`src/rtl/spi_pkg.sv`:
```
// Shared constants for the oversampled SPI slave.
package spi_pkg;

   localparam int DATA_WIDTH_DEF = 8;

   // Mode encoding is {CPOL, CPHA}.
   localparam logic [1:0] MODE0 = 2'b00;
   localparam logic [1:0] MODE1 = 2'b01;
   localparam logic [1:0] MODE2 = 2'b10;
   localparam logic [1:0] MODE3 = 2'b11;

   localparam logic [0:0] ST_IDLE = 1'b0;
   localparam logic [0:0] ST_XFER = 1'b1;

endpackage

```
`src/rtl/spi_sync_edge.sv`:
```
// N-stage synchroniser with a previous-value register for edge strobes.
module spi_sync_edge #(
   parameter int STAGES = 2
) (
   input  logic clk,
   input  logic rst_n,
   input  logic i_d,
   output logic o_level,
   output logic o_rise,
   output logic o_fall
);

   logic [STAGES-1:0] r_sync;
   logic              r_prev;

   always_ff @(posedge clk) begin
      if (!rst_n) begin
         r_sync <= '0;
         r_prev <= 1'b0;
      end else begin
         r_sync <= {r_sync[STAGES-2:0], i_d};
         r_prev <= r_sync[STAGES-1];
      end
   end

   assign o_level = r_sync[STAGES-1];
   assign o_rise  = r_sync[STAGES-1] & ~r_prev;
   assign o_fall  = ~r_sync[STAGES-1] & r_prev;

endmodule

```
`src/rtl/spi_slave_os.sv`:
```
// Oversampled SPI slave: all CPOL/CPHA modes, MSB first, back-to-back words.
// Pins are synchronised in clk; SCLK edges become one-cycle strobes.
module spi_slave_os
   import spi_pkg::*;
#(
   parameter int data_width  = DATA_WIDTH_DEF,
   parameter int sync_stages = 2
) (
   input  logic                  clk,
   input  logic                  rst_n,
   input  logic                  CPOL,
   input  logic                  CPHA,
   input  logic                  s_clk,
   input  logic                  slave_select,
   input  logic                  mosi,
   output logic                  miso,
   input  logic [data_width-1:0] s_din,
   input  logic                  tx_valid,
   output logic                  tx_ready,
   output logic [data_width-1:0] s_dout,
   output logic                  rx_valid,
   output logic                  done_tick,
   output logic                  busy,
   output logic                  tx_underrun
);

   localparam int            CW   = $clog2(data_width);
   localparam logic [CW-1:0] LAST = CW'(data_width - 1);

   logic w_sck_rise, w_sck_fall, w_unused_sck;
   logic w_ss_rise, w_ss_fall, w_unused_ss;
   logic w_mosi, w_unused_mosi_r, w_unused_mosi_f;
   logic w_sample, w_shift, w_last, w_load;
   logic [data_width-1:0] w_ld_word;

   logic [0:0]            r_state;
   logic [data_width-1:0] r_hold;
   logic                  r_hold_full;
   logic [data_width-1:0] r_tx_sr;
   logic [data_width-1:0] r_rx_sr;
   logic [CW-1:0]         r_cnt;
   logic                  r_first;
   logic                  r_reload;
   logic [data_width-1:0] r_dout;
   logic                  r_rx_valid;
   logic                  r_underrun;

   spi_sync_edge #(.STAGES(sync_stages)) u_sck (
      .clk(clk), .rst_n(rst_n), .i_d(s_clk),
      .o_level(w_unused_sck), .o_rise(w_sck_rise), .o_fall(w_sck_fall)
   );

   spi_sync_edge #(.STAGES(sync_stages)) u_ss (
      .clk(clk), .rst_n(rst_n), .i_d(slave_select),
      .o_level(w_unused_ss), .o_rise(w_ss_rise), .o_fall(w_ss_fall)
   );

   spi_sync_edge #(.STAGES(sync_stages)) u_mosi (
      .clk(clk), .rst_n(rst_n), .i_d(mosi),
      .o_level(w_mosi), .o_rise(w_unused_mosi_r), .o_fall(w_unused_mosi_f)
   );

   // Sample is the rising SCLK edge in modes 0/3, falling in modes 1/2.
   always_comb begin
      w_sample = 1'b0;
      w_shift  = 1'b0;
      unique case ({CPOL, CPHA})
         MODE0, MODE3: begin
            w_sample = w_sck_rise;
            w_shift  = w_sck_fall;
         end
         MODE1, MODE2: begin
            w_sample = w_sck_fall;
            w_shift  = w_sck_rise;
         end
         default: ;
      endcase
   end

   assign w_last = w_sample && (r_cnt == LAST);

   // A deselect wins over a boundary load: tx_sr is dropped anyway.
   assign w_load = (r_state == ST_IDLE) ? w_ss_fall
                 : !w_ss_rise && ((CPHA && w_last) ||
                                  (!CPHA && w_shift && r_reload));

   assign w_ld_word = r_hold_full ? r_hold
                    : (tx_valid ? s_din : '0);

   always_ff @(posedge clk) begin
      if (!rst_n) begin
         r_state     <= ST_IDLE;
         r_hold      <= '0;
         r_hold_full <= 1'b0;
         r_tx_sr     <= '0;
         r_rx_sr     <= '0;
         r_cnt       <= '0;
         r_first     <= 1'b0;
         r_reload    <= 1'b0;
         r_dout      <= '0;
         r_rx_valid  <= 1'b0;
         r_underrun  <= 1'b0;
      end else begin
         r_rx_valid <= 1'b0;
         r_underrun <= w_load && !r_hold_full && !tx_valid;

         if (w_load && r_hold_full) begin
            r_hold_full <= 1'b0;
         end else if (tx_valid && !r_hold_full && !w_load) begin
            r_hold      <= s_din;
            r_hold_full <= 1'b1;
         end

         unique case (r_state)
            ST_IDLE: begin
               if (w_ss_fall) begin
                  r_state  <= ST_XFER;
                  r_cnt    <= '0;
                  r_tx_sr  <= w_ld_word;
                  r_first  <= CPHA;
                  r_reload <= 1'b0;
               end
            end
            ST_XFER: begin
               if (w_sample) begin
                  r_rx_sr <= {r_rx_sr[data_width-2:0], w_mosi};
                  if (w_last) begin
                     r_cnt      <= '0;
                     r_dout     <= {r_rx_sr[data_width-2:0], w_mosi};
                     r_rx_valid <= 1'b1;
                     r_reload   <= !CPHA;
                  end else begin
                     r_cnt <= r_cnt + 1'b1;
                  end
               end
               if (w_load) begin
                  r_tx_sr  <= w_ld_word;
                  r_first  <= CPHA;
                  r_reload <= 1'b0;
               end else if (w_shift) begin
                  if (r_first) r_first <= 1'b0;
                  else         r_tx_sr <= r_tx_sr << 1;
               end
               if (w_ss_rise) begin
                  r_state  <= ST_IDLE;
                  r_cnt    <= '0;
                  r_first  <= 1'b0;
                  r_reload <= 1'b0;
               end
            end
            default: r_state <= ST_IDLE;
         endcase
      end
   end

   assign busy        = (r_state == ST_XFER);
   assign miso        = busy & r_tx_sr[data_width-1];
   assign tx_ready    = ~r_hold_full;
   assign s_dout      = r_dout;
   assign rx_valid    = r_rx_valid;
   assign done_tick   = r_rx_valid;
   assign tx_underrun = r_underrun;

endmodule

```
`config.mk`:
```
export PLATFORM = sky130hd
export DESIGN_NAME = spi_slave_os
export DESIGN_NICKNAME = d
export VERILOG_FILES = /design/src/rtl/spi_pkg.sv /design/src/rtl/spi_sync_edge.sv /design/src/rtl/spi_slave_os.sv
export SDC_FILE = /design/constraint.sdc
export NUM_CORES = 1
export LEC_CHECK = 0
export CORE_ASPECT_RATIO = 0.5
export CORE_MARGIN = 2
export CORE_UTILIZATION = 45
export DETAILED_ROUTE_END_ITERATION = 7
export PLACE_DENSITY = 0.68
export REMOVE_ABC_BUFFERS = 1
export SLEW_MARGIN = 20
export SYNTH_ARGS = -nofsm -noshare
export SYNTH_HDL_FRONTEND = slang
export SYNTH_SLANG_ARGS = --single-unit
```
`constraint.sdc`:
```
create_clock -name clk -period 2.3 [get_ports clk]
set_clock_uncertainty 0.05 [all_clocks]
set_input_delay 0.46 -clock clk [delete_from_list [all_inputs] [get_ports clk]]
set_output_delay 0.46 -clock clk [all_outputs]
set_load 0.01 [all_outputs]
```
==> impl.org <==
** CTS
- Later-pin clock latency in the skew report :: 0.30 ns
- For this design, the CTS-stage hold fixing added 0 buffers.
- Number of buffers added by the clock tree synthesis step :: 5
- No sink is reached through more buffers than the 2 on the longest clock path.
- In this run the number of H-tree levels came out at 2.
- Post-CTS Setup Inserts :: 0
- Count of cells resized by post-cts repair :: 0
- TritonCTS built the clock tree.
- Clock transition at the registers of the reported paths :: 0.08 ns
- Clock tree root buffer cell :: sky130_fd_sc_hd__clkbuf_8
- TritonCTS sink count :: 48

** Setup path
- Data arrives at the worst endpoint at 2.20 ns.
- Along the worst path, the maximum fanout reaches 9.
- Worst setup SP type :: input pin
- Startpoint of the worst register-to-register path :: r_cnt[0]
- Source of the critical timing path :: CPHA
- The worst setup path is captured at a register.
- The worst setup path is of the input pin to register kind.
- Required time at the endpoint of the critical path :: 2.44 ns

** STA
- Final setup slack of the worst path :: 0.2409 ns
- Normalized max-slew margin :: 0.5906
- For the pin with the worst max-slew slack, the measured transition is 0.6077 ns.
- Pins Over Slew Limit :: 0
- Static timing analysis puts the maximum clock frequency at 485.6 MHz.
- Setup repair after global routing left no endpoint under its margin.
- Setup violations remaining at the end of the flow were counted as 0.
- The final number of hold-violating endpoints was 0.
- Final hold analysis gives a worst-case slack of 0.3873 ns.
- Subtracting the final worst setup slack from the clock period gives 2.059 ns.
- Dividing the final minimum period by the clock period gives 0.8953.

** Place
- RD Place Congestion :: 0.8685
- In this run the tool buffered the top-level ports with 29 buffer cells.
- Cell area after placement :: 0.002531 mm2
- HPWL after DPL :: 2899 um
- At the placement stage, the worst setup path has a slack of -0.06409 ns.
- Placed Cells incl. Taps :: 315

** Power
- Reported leakage power :: 0.001126 uW
- In this run the power density over the cells is 642.2 mW/mm2.
- Maximum ir drop on the vdd rail :: 0.3066 mV

** Global route
- The number of global-route vias before repair is 1544.
- Remaining global-route overflow :: 0
- Global Route Usage Sum :: 0.1759
- Global-route wire length before repair :: 7093 um
- Entering global routing, the biggest net connects 27 pins.
- The number of antenna violations at the first check in global routing came to 0.

** Logic synthesis
- Most area-hungry cell type in the Yosys netlist :: sky130_fd_sc_hd__dfxtp_1
- Most frequent cell after synthesis :: sky130_fd_sc_hd__dfxtp_1
- During synthesis, Yosys emitted a total of 0 warnings.
- Most frequent cells after synthesis :: 48 x sky130_fd_sc_hd__dfxtp_1, 28 x sky130_fd_sc_hd__nand2_1, 27 x sky130_fd_sc_hd__mux2i_1
- Synthesis produced 222 cells.
- After synthesis, the netlist uses 37 different library cells.
- Prevailing post-synth register cell :: sky130_fd_sc_hd__dfxtp_1
- Fraction of synthesis flops using an asynchronous set or reset pin :: 0
- In this run, synthesis inferred 0 flip-flops with an integrated enable.
- The synthesized netlist occupies a cell area of 0.002086 mm2.
- Leading post-synthesis cells by cell area :: sky130_fd_sc_hd__dfxtp_1 46%, sky130_fd_sc_hd__mux2i_1 13%, sky130_fd_sc_hd__nand2_1 5.0%, sky130_fd_sc_hd__nor2_1 4.0%, sky130_fd_sc_hd__o21ai_0 3.4%
- The share of the Yosys chip area taken by registers is 0.4607.
- Avg Cell Area, Syn :: 9.395 um2
- The share of synthesized area in the top cell type comes to 0.4607.
- Flip-flop and latch count after synthesis :: 48

** Route
- Wire length per cell after detailed routing :: 12.42 um
- The routed layout has 1646 vias.
- The detail route stage leaves a number of antenna-violating nets equal to 0.
- First-iteration detailed-routing DRC count :: 78
- The first detailed-routing pass ran for 4 iterations.
- Total routed wirelength :: 4011 um
- Vias per Instance :: 5.096
- DRC :: 0

** Floorplanning
- Area of the core region :: 0.004424 mm2
- X dimension of the die :: 100.3 um
- Initial core utilization :: 0.4714
- Number of placement rows :: 17
- The die covers 0.005229 mm2.
- Die height :: 52.14 um
- Io pins :: 30

** Cells and area
- Summing all non-filler instances in the final layout gives an area of 0.002658 mm2.
- Registers take 960.9 um2.
- Proportion of layout cells with a drive suffix above 1 :: 0.1316
- Summing all multi-input logic gate instances after layout gives 0.001002 mm2.
- Antenna cells :: 0
- Once layout is complete, the cells apart from fillers number 323.
- Relative to the synthesized area, the layout overhead comes to 27.41%.
- Number of nets in the layout :: 283
- The filler cells instantiated in the layout total 389.

** Min path
- The min-delay analysis places its worst path in the category register to register.
- In this run the most critical hold path is launched from u_ss.r_sync[0].

** Outcome
- Run status :: finished, final reports clean

** Job
- Across the run, the number of max-cap violations was 0.
[registers in the layout, summed over array words and instances (netlist names), 2 cells and up]
signal         count
r_hold             8
u_sck.r_sync       2
u_ss.r_sync        2
u_mosi.r_sync      2
r_rx_sr            7
r_tx_sr            8
r_cnt              3
s_dout             8
[path summary, 6_finish.rpt]
check	to	cells past startpoint	slack (ns)
min	u_ss.r_sync[1]	1	0.39
min reg2reg	u_ss.r_sync[1]	1	0.39
max reg2reg	r_hold[3]	8	0.29
max	s_dout[7]	7	0.24
[kinds of logic (layout without fill, tap and decap cells)]
family | after synthesis | in the layout | synth area share
simple gates | 79 | 79 | 0.1776
flops | 48 | 48 | 0.4607
compound gates | 44 | 44 | 0.1476
mux | 28 | 28 | 0.1350
buf+inv | 19 | 63 | 0.05879
fa+ha+maj | 2 | 2 | 0.01200
xor+xnor | 2 | 2 | 0.008400
[power breakdown]
part,switching (uW),internal (uW)
clock,269,384
combinational,92.2,96.5
sequential,11.8,854
total,373,1330
[layout make-up]
cell class,instances,share of cell area
inverters,7,0.009887
clock buffers,7,0.03625
flip-flops and latches,48,0.3616
multi-input cells,155,0.3771
clock inverters,1,0.01130
well taps,57,0.02684
repair buffers,48,0.1770
[through the flow]
stage | TNS [ns] | total power (uW) | utilization
floorplan | 0 | 979.0 | -
global placement | -0.01804 | 1068 | 0.5721
global route | 0 | 1787 | 0.6007
detailed placement | -1.167 | 1074 | 0.5721
CTS | 0 | 1727 | 0.6007
finish | 0 | 1707 | 0.6007
[layer usage]
| layer | track usage | routed length [um] | part of all wire | up-vias |
|---|---|---|---|---|
| met5 | 0 | 0 | 0 | - |
| li1 | - | - | - | 854 |
| met4 | 0.05479 | 40 | 0.010 | 0 |
| met3 | 0.04435 | 126 | 0.031 | 5 |
| met2 | 0.2763 | 1794 | 0.45 | 26 |
| met1 | 0.2398 | 2049 | 0.51 | 761 |
[layout by cell type, fill, tap and decap left out, types with 3 or more instances in the layout]
cell and count:
sky130_fd_sc_hd__clkdlybuf4s50_1 29, sky130_fd_sc_hd__clkbuf_8 7, sky130_fd_sc_hd__buf_12 3, sky130_fd_sc_hd__buf_4 16, sky130_fd_sc_hd__mux2i_1 27, sky130_fd_sc_hd__dfxtp_1 48, sky130_fd_sc_hd__and2_1 8, sky130_fd_sc_hd__o21ai_0 14
sky130_fd_sc_hd__nor2_1 22, sky130_fd_sc_hd__nand2_1 28, sky130_fd_sc_hd__o2bb2ai_1 7, sky130_fd_sc_hd__inv_1 7, sky130_fd_sc_hd__nand3_1 10, sky130_fd_sc_hd__a21oi_1 11
[critical path, cell delays in order]
cell                              delay, ns
sky130_fd_sc_hd__clkdlybuf4s50_1       0.54
sky130_fd_sc_hd__xor2_1                0.25
sky130_fd_sc_hd__mux2_2                0.41
sky130_fd_sc_hd__nand3_1               0.14
sky130_fd_sc_hd__buf_12                0.15
sky130_fd_sc_hd__mux2i_1               0.19
sky130_fd_sc_hd__nor2_1                0.05
Note: power is estimated with default switching activity, not from simulation.
==> RTL edit 1: new RTL, same settings <==
Reset style: asynchronous (`rst_n`), changed in 2 clocked blocks.
--- a/src/rtl/spi_sync_edge.sv
+++ b/src/rtl/spi_sync_edge.sv
@@ -15,3 +15,3 @@
 
-   always_ff @(posedge clk) begin
+   always_ff @(posedge clk or negedge rst_n) begin
       if (!rst_n) begin
--- a/src/rtl/spi_slave_os.sv
+++ b/src/rtl/spi_slave_os.sv
@@ -89,3 +89,3 @@
 
-   always_ff @(posedge clk) begin
+   always_ff @(posedge clk or negedge rst_n) begin
       if (!rst_n) begin
Behaviour: differs if rst_n is asserted again (counterexample within 4 cycles, from zero or initial values and one cycle with rst_n low); with rst_n held inactive, the same outputs for 10 cycles.
==> RTL edit 1 against the original RTL <==
- synthesized area is 7.2% higher
- count of clock-buffer cells in the layout is 1 higher
- sequential share of layout area is 6.9 points higher
- die area is 6.8% higher
- sequential cell count stayed put
- worst setup slack worse by 0.13 ns
- design area is 5.1% higher
- non-clock buffer count is 4 lower
- routed wire length is 1.5% lower
- highest routed layer unchanged
Power is not compared: it rests on default switching activity, and its combinational part moved more than twofold at a synthesized area within 25%.
==> RTL edit 1: results (changes against the original RTL) <==
Layout
  • Signal buffers: 44 (-8.3%)
  • Seq/total area: 0.430 (+0.0685)
  • Fraction of area in non-clock buffers: 0.151 (-0.0256)
  • Seq cells: 48 (unchanged)
  • Design Area, Final: 2790 um2 (+5.1%)
  • Clock buffer count: 8 (+1)
  • Share of layout cells above drive strength 1: 0.228 (+0.0961)
  • Inverters: 16 (+9)
  • Clk cell area share: 0.0323 (-0.0153)
  • Final nets: 241 (-15%)
  • Fillers: 435 (+12%)
  • Multi-input gate area: 931 um2 (-7.1%)
  • Finished Layout Cells: 294 (-9.0%)
  • Multi-input combinational cell count: 108 (-30%)
  • ANT cells: 0 (unchanged)

Timing
  • Least-Margin Pin Slew: 0.628 ns (+0.0207 ns)

Global route
  • Total track usage: 0.157 (-0.0192)
  • Vias in the first global route: 1,442 (-6.6%)
  • First-pass GRT wire length: 6800 um (-4.1%)
  • Largest net degree at the start of global routing: 27 (unchanged)

Worst setup path
  • Critical path peak fanout: 11 (+2)
  • Arrival time at the worst endpoint: 1.68 ns (-0.52 ns)
  • CP max stage delay: 0.58 ns (+0.04 ns)
  • Slowest cell on crit path: dfrtp_1
  • Reg2Reg Depth: 5 (-3)

Yosys
  • Synth Area in Adders: 0.0157 (+0.00367)
  • Async set-reset flop share out of synthesis: 1.00 (+1.00)
  • Top cells by area, synth: dfrtp_1 (54%), mux2_2 (12%), mux2i_1 (7.6%)
  • Register area share after synthesis: 0.537 (+0.0765)
  • Compound-Gate Fraction of Synth Area: 0.114 (-0.0334)
  • Synth Flop Type: dfrtp_1
  • Top post-synthesis cells by count: dfrtp_1 (48), mux2_2 (23), mux2i_1 (17)
  • Post-synth cell types: 39 (+5.4%)
  • Syn Inst Count: 180 (-19%)
  • Post-synthesis mux area share: 0.208 (+0.0732)

Routing
  • Routed WL: 3950 um (-1.5%)
  • DRC viols: 0 (unchanged)
  • DRC violation total after the first TritonRoute iteration: 87 (+12%)
  • Vias/cell: 5.00 (-2.0%)

Place
  • Placed inst area: 2700 um2 (+6.8%)
  • Final Wtd Congestion: 0.895 (+3.1%)
  • DPL Wire Length: 2980 um (+3.0%)
  • Place WS: -0.195 ns (-0.131 ns)

Die
  • Core area: 4860 um2 (+10%)

Worst hold path
  • Worst min path class: primary input to asynchronous set/reset pin

Status
  • Status: complete, no violations
-- RTL edit 1: cell count changes in the layout (fill, tap and decap cells not counted), sizes merged, moves of 11 or more --
cell / unedited run / this run
mux2: 1 / 23
nand2: 28 / 9
o21ai: 16 / 5
dfxtp: 48 / 0
nor2: 22 / 6
dfrtp: 0 / 48
-- RTL edit 1: layer usage --
metal | vias up | part of all wire | GRT usage
li1 | 716 | - | -
met1 | 725 | 0.50 | 0.212
met2 | 23 | 0.45 | 0.257
met3 | 5 | 0.038 | 0.0412
met4 | 0 | 0.0096 | 0.0428
met5 | - | 0 | 0
-- RTL edit 1: path summary, 6_finish.rpt --
kind / slack [ns] / to / start
max in group asynchronous: 1.60 / r_hold[0] / rst_n
max: 0.11 / miso / busy
min reg2reg: 0.30 / u_sck.r_sync[1] / u_sck.r_sync[0]
min in group clk: 0.30 / u_sck.r_sync[1] / u_sck.r_sync[0]
min: 0.09 / s_dout[2] / rst_n
max reg2reg: 0.27 / r_hold[1] / u_sck.r_sync[1]
==> RTL edit 2: new RTL, config.mk and constraints unchanged <==
Without the edit above. Change the parameter `sync_stages` from 2 to 4.
--- a/src/rtl/spi_slave_os.sv
+++ b/src/rtl/spi_slave_os.sv
@@ -6,3 +6,3 @@
    parameter int data_width  = DATA_WIDTH_DEF,
-   parameter int sync_stages = 2
+   parameter int sync_stages = 4
 ) (
Check against the original RTL: not equivalent (Yosys sat finds a counterexample within 10 cycles, from zero or initial values and one cycle with rst_n low).
==> RTL edit 2 against the original RTL <==
- synthesized area grew 9.4%
- sequential share of layout area grew 3.3 points
- sequential cell count grew 6
- design area grew 3.2%
- worst setup slack lost 0.10 ns
- routed wire length shrank 0.52%
- via count shrank 4.8%
- power shrank 6.9%
- largest cell class unchanged
==> RTL edit 2: results (changes against the original RTL) <==
Yosys
  • Top post-synthesis cells by count: dfxtp_1 (54), mux2i_1 (31), nor2b_1 (24)
  • Top cells by area, synth: dfxtp_1 (47%), mux2i_1 (14%), nor2b_1 (6.6%)
  • Cell area after synthesis: 2280 um2 (+9.4%)
  • Register area share after synthesis: 0.474 (+0.0130)
  • Post-synth cell types: 44 (+19%)
  • Synth warn: 0 (unchanged)

Worst setup path
  • Flop-to-flop setup slack: 0.22 ns (-0.07 ns)
  • Reg2Reg Depth: 7 (-1)
  • RR Endpoint: r_tx_sr[3]
  • Slowest cell on crit path: dfxtp_1
  • CP max stage delay: 0.63 ns (+0.09 ns)
  • Crit path launch: busy
  • Arrival time at the worst endpoint: 1.65 ns (-0.55 ns)
  • Worst Setup EP: miso

Layout
  • Final nets: 271 (-4.2%)
  • Seq/total area: 0.394 (+0.0326)
  • Clk cell area share: 0.0287 (-0.0188)
  • Multi-input gate area: 1110 um2 (+11%)
  • Clock buffer count: 5 (-2)
  • Fraction of area in non-clock buffers: 0.138 (-0.0393)
  • Signal buffers: 39 (-19%)
  • Multi-input combinational cell count: 151 (-2.6%)
  • Fillers: 456 (+17%)
  • Share of layout cells above drive strength 1: 0.111 (-0.0209)
  • Inverters: 2 (-5)

Worst hold path
  • Min-delay src: u_mosi.r_sync[0]

Timing
  • Normalized max-slew margin: 0.629 (+0.0388)
  • Final hold slack: 0.389 ns (+0.00201 ns)

Routing
  • DRC violation total after the first TritonRoute iteration: 37 (-53%)
  • Met3 WL post-DR: 187 um (+48%)
  • Met1 WL: 2040 um (-0.63%)
  • Routed wl met2: 1730 um (-3.7%)
  • First-pass detailed-route iteration total: 4 (unchanged)
  • Routed WL: 3990 um (-0.52%)
  • Vias/cell: 4.85 (-4.8%)

Clock tree
  • Sink Count: 54 (+13%)
  • Clock root buffer master: clkbuf_8

Pwr
  • VDD IR max: 0.000253 V (-18%)
  • Sw Share: 0.225 (+0.00648)
  • Leak: 1.12 nW (-0.82%)

Global route
  • First-pass GRT wire length: 6640 um (-6.3%)
  • Met1 Use GR: 0.185 (-0.0551)
  • Vias in the first global route: 1,424 (-7.8%)
  • Total track usage: 0.150 (-0.0259)

Place
  • DPL Wire Length: 2860 um (-1.3%)
  • Placed inst area: 2660 um2 (+5.2%)

Status
  • Status: complete, no violations
## RTL edit 2: stage by stage
step	worst slack, ns	instances	total power [W]	utilization
after global placement	0.0103	316	0.00111	0.543
after floorplan	0.468	207	0.00105	-
after global routing	0.0612	323	0.00166	0.559
final	0.139	323	0.00159	0.559
after CTS	0.133	323	0.00161	0.559
after detailed placement	-0.0857	316	0.00112	0.543
## RTL edit 2: logic make-up (layout without fill, tap and decap cells)
group	Yosys count	count (layout)	share of synthesized area
muxes	33	33	0.149
buffers and inverters	14	48	0.0400
AOI/OAI and AO/OA	32	32	0.103
xor gates and xnor gates	1	1	0.00713
adders and majority gates	2	2	0.0110
and+or+nand+nor	83	83	0.216
DFF	54	54	0.474
## RTL edit 2: power by group through the flow
stage	clock network [W]	registers, W	logic [W]
after CTS	0.000512	0.000961	0.000135
after global routing	0.000551	0.000964	0.000147
final	0.000494	0.000961	0.000134
after detailed placement	0	0.000983	0.000135
after floorplan	0	0.000984	0.0000613
after global placement	0	0.000982	0.000133
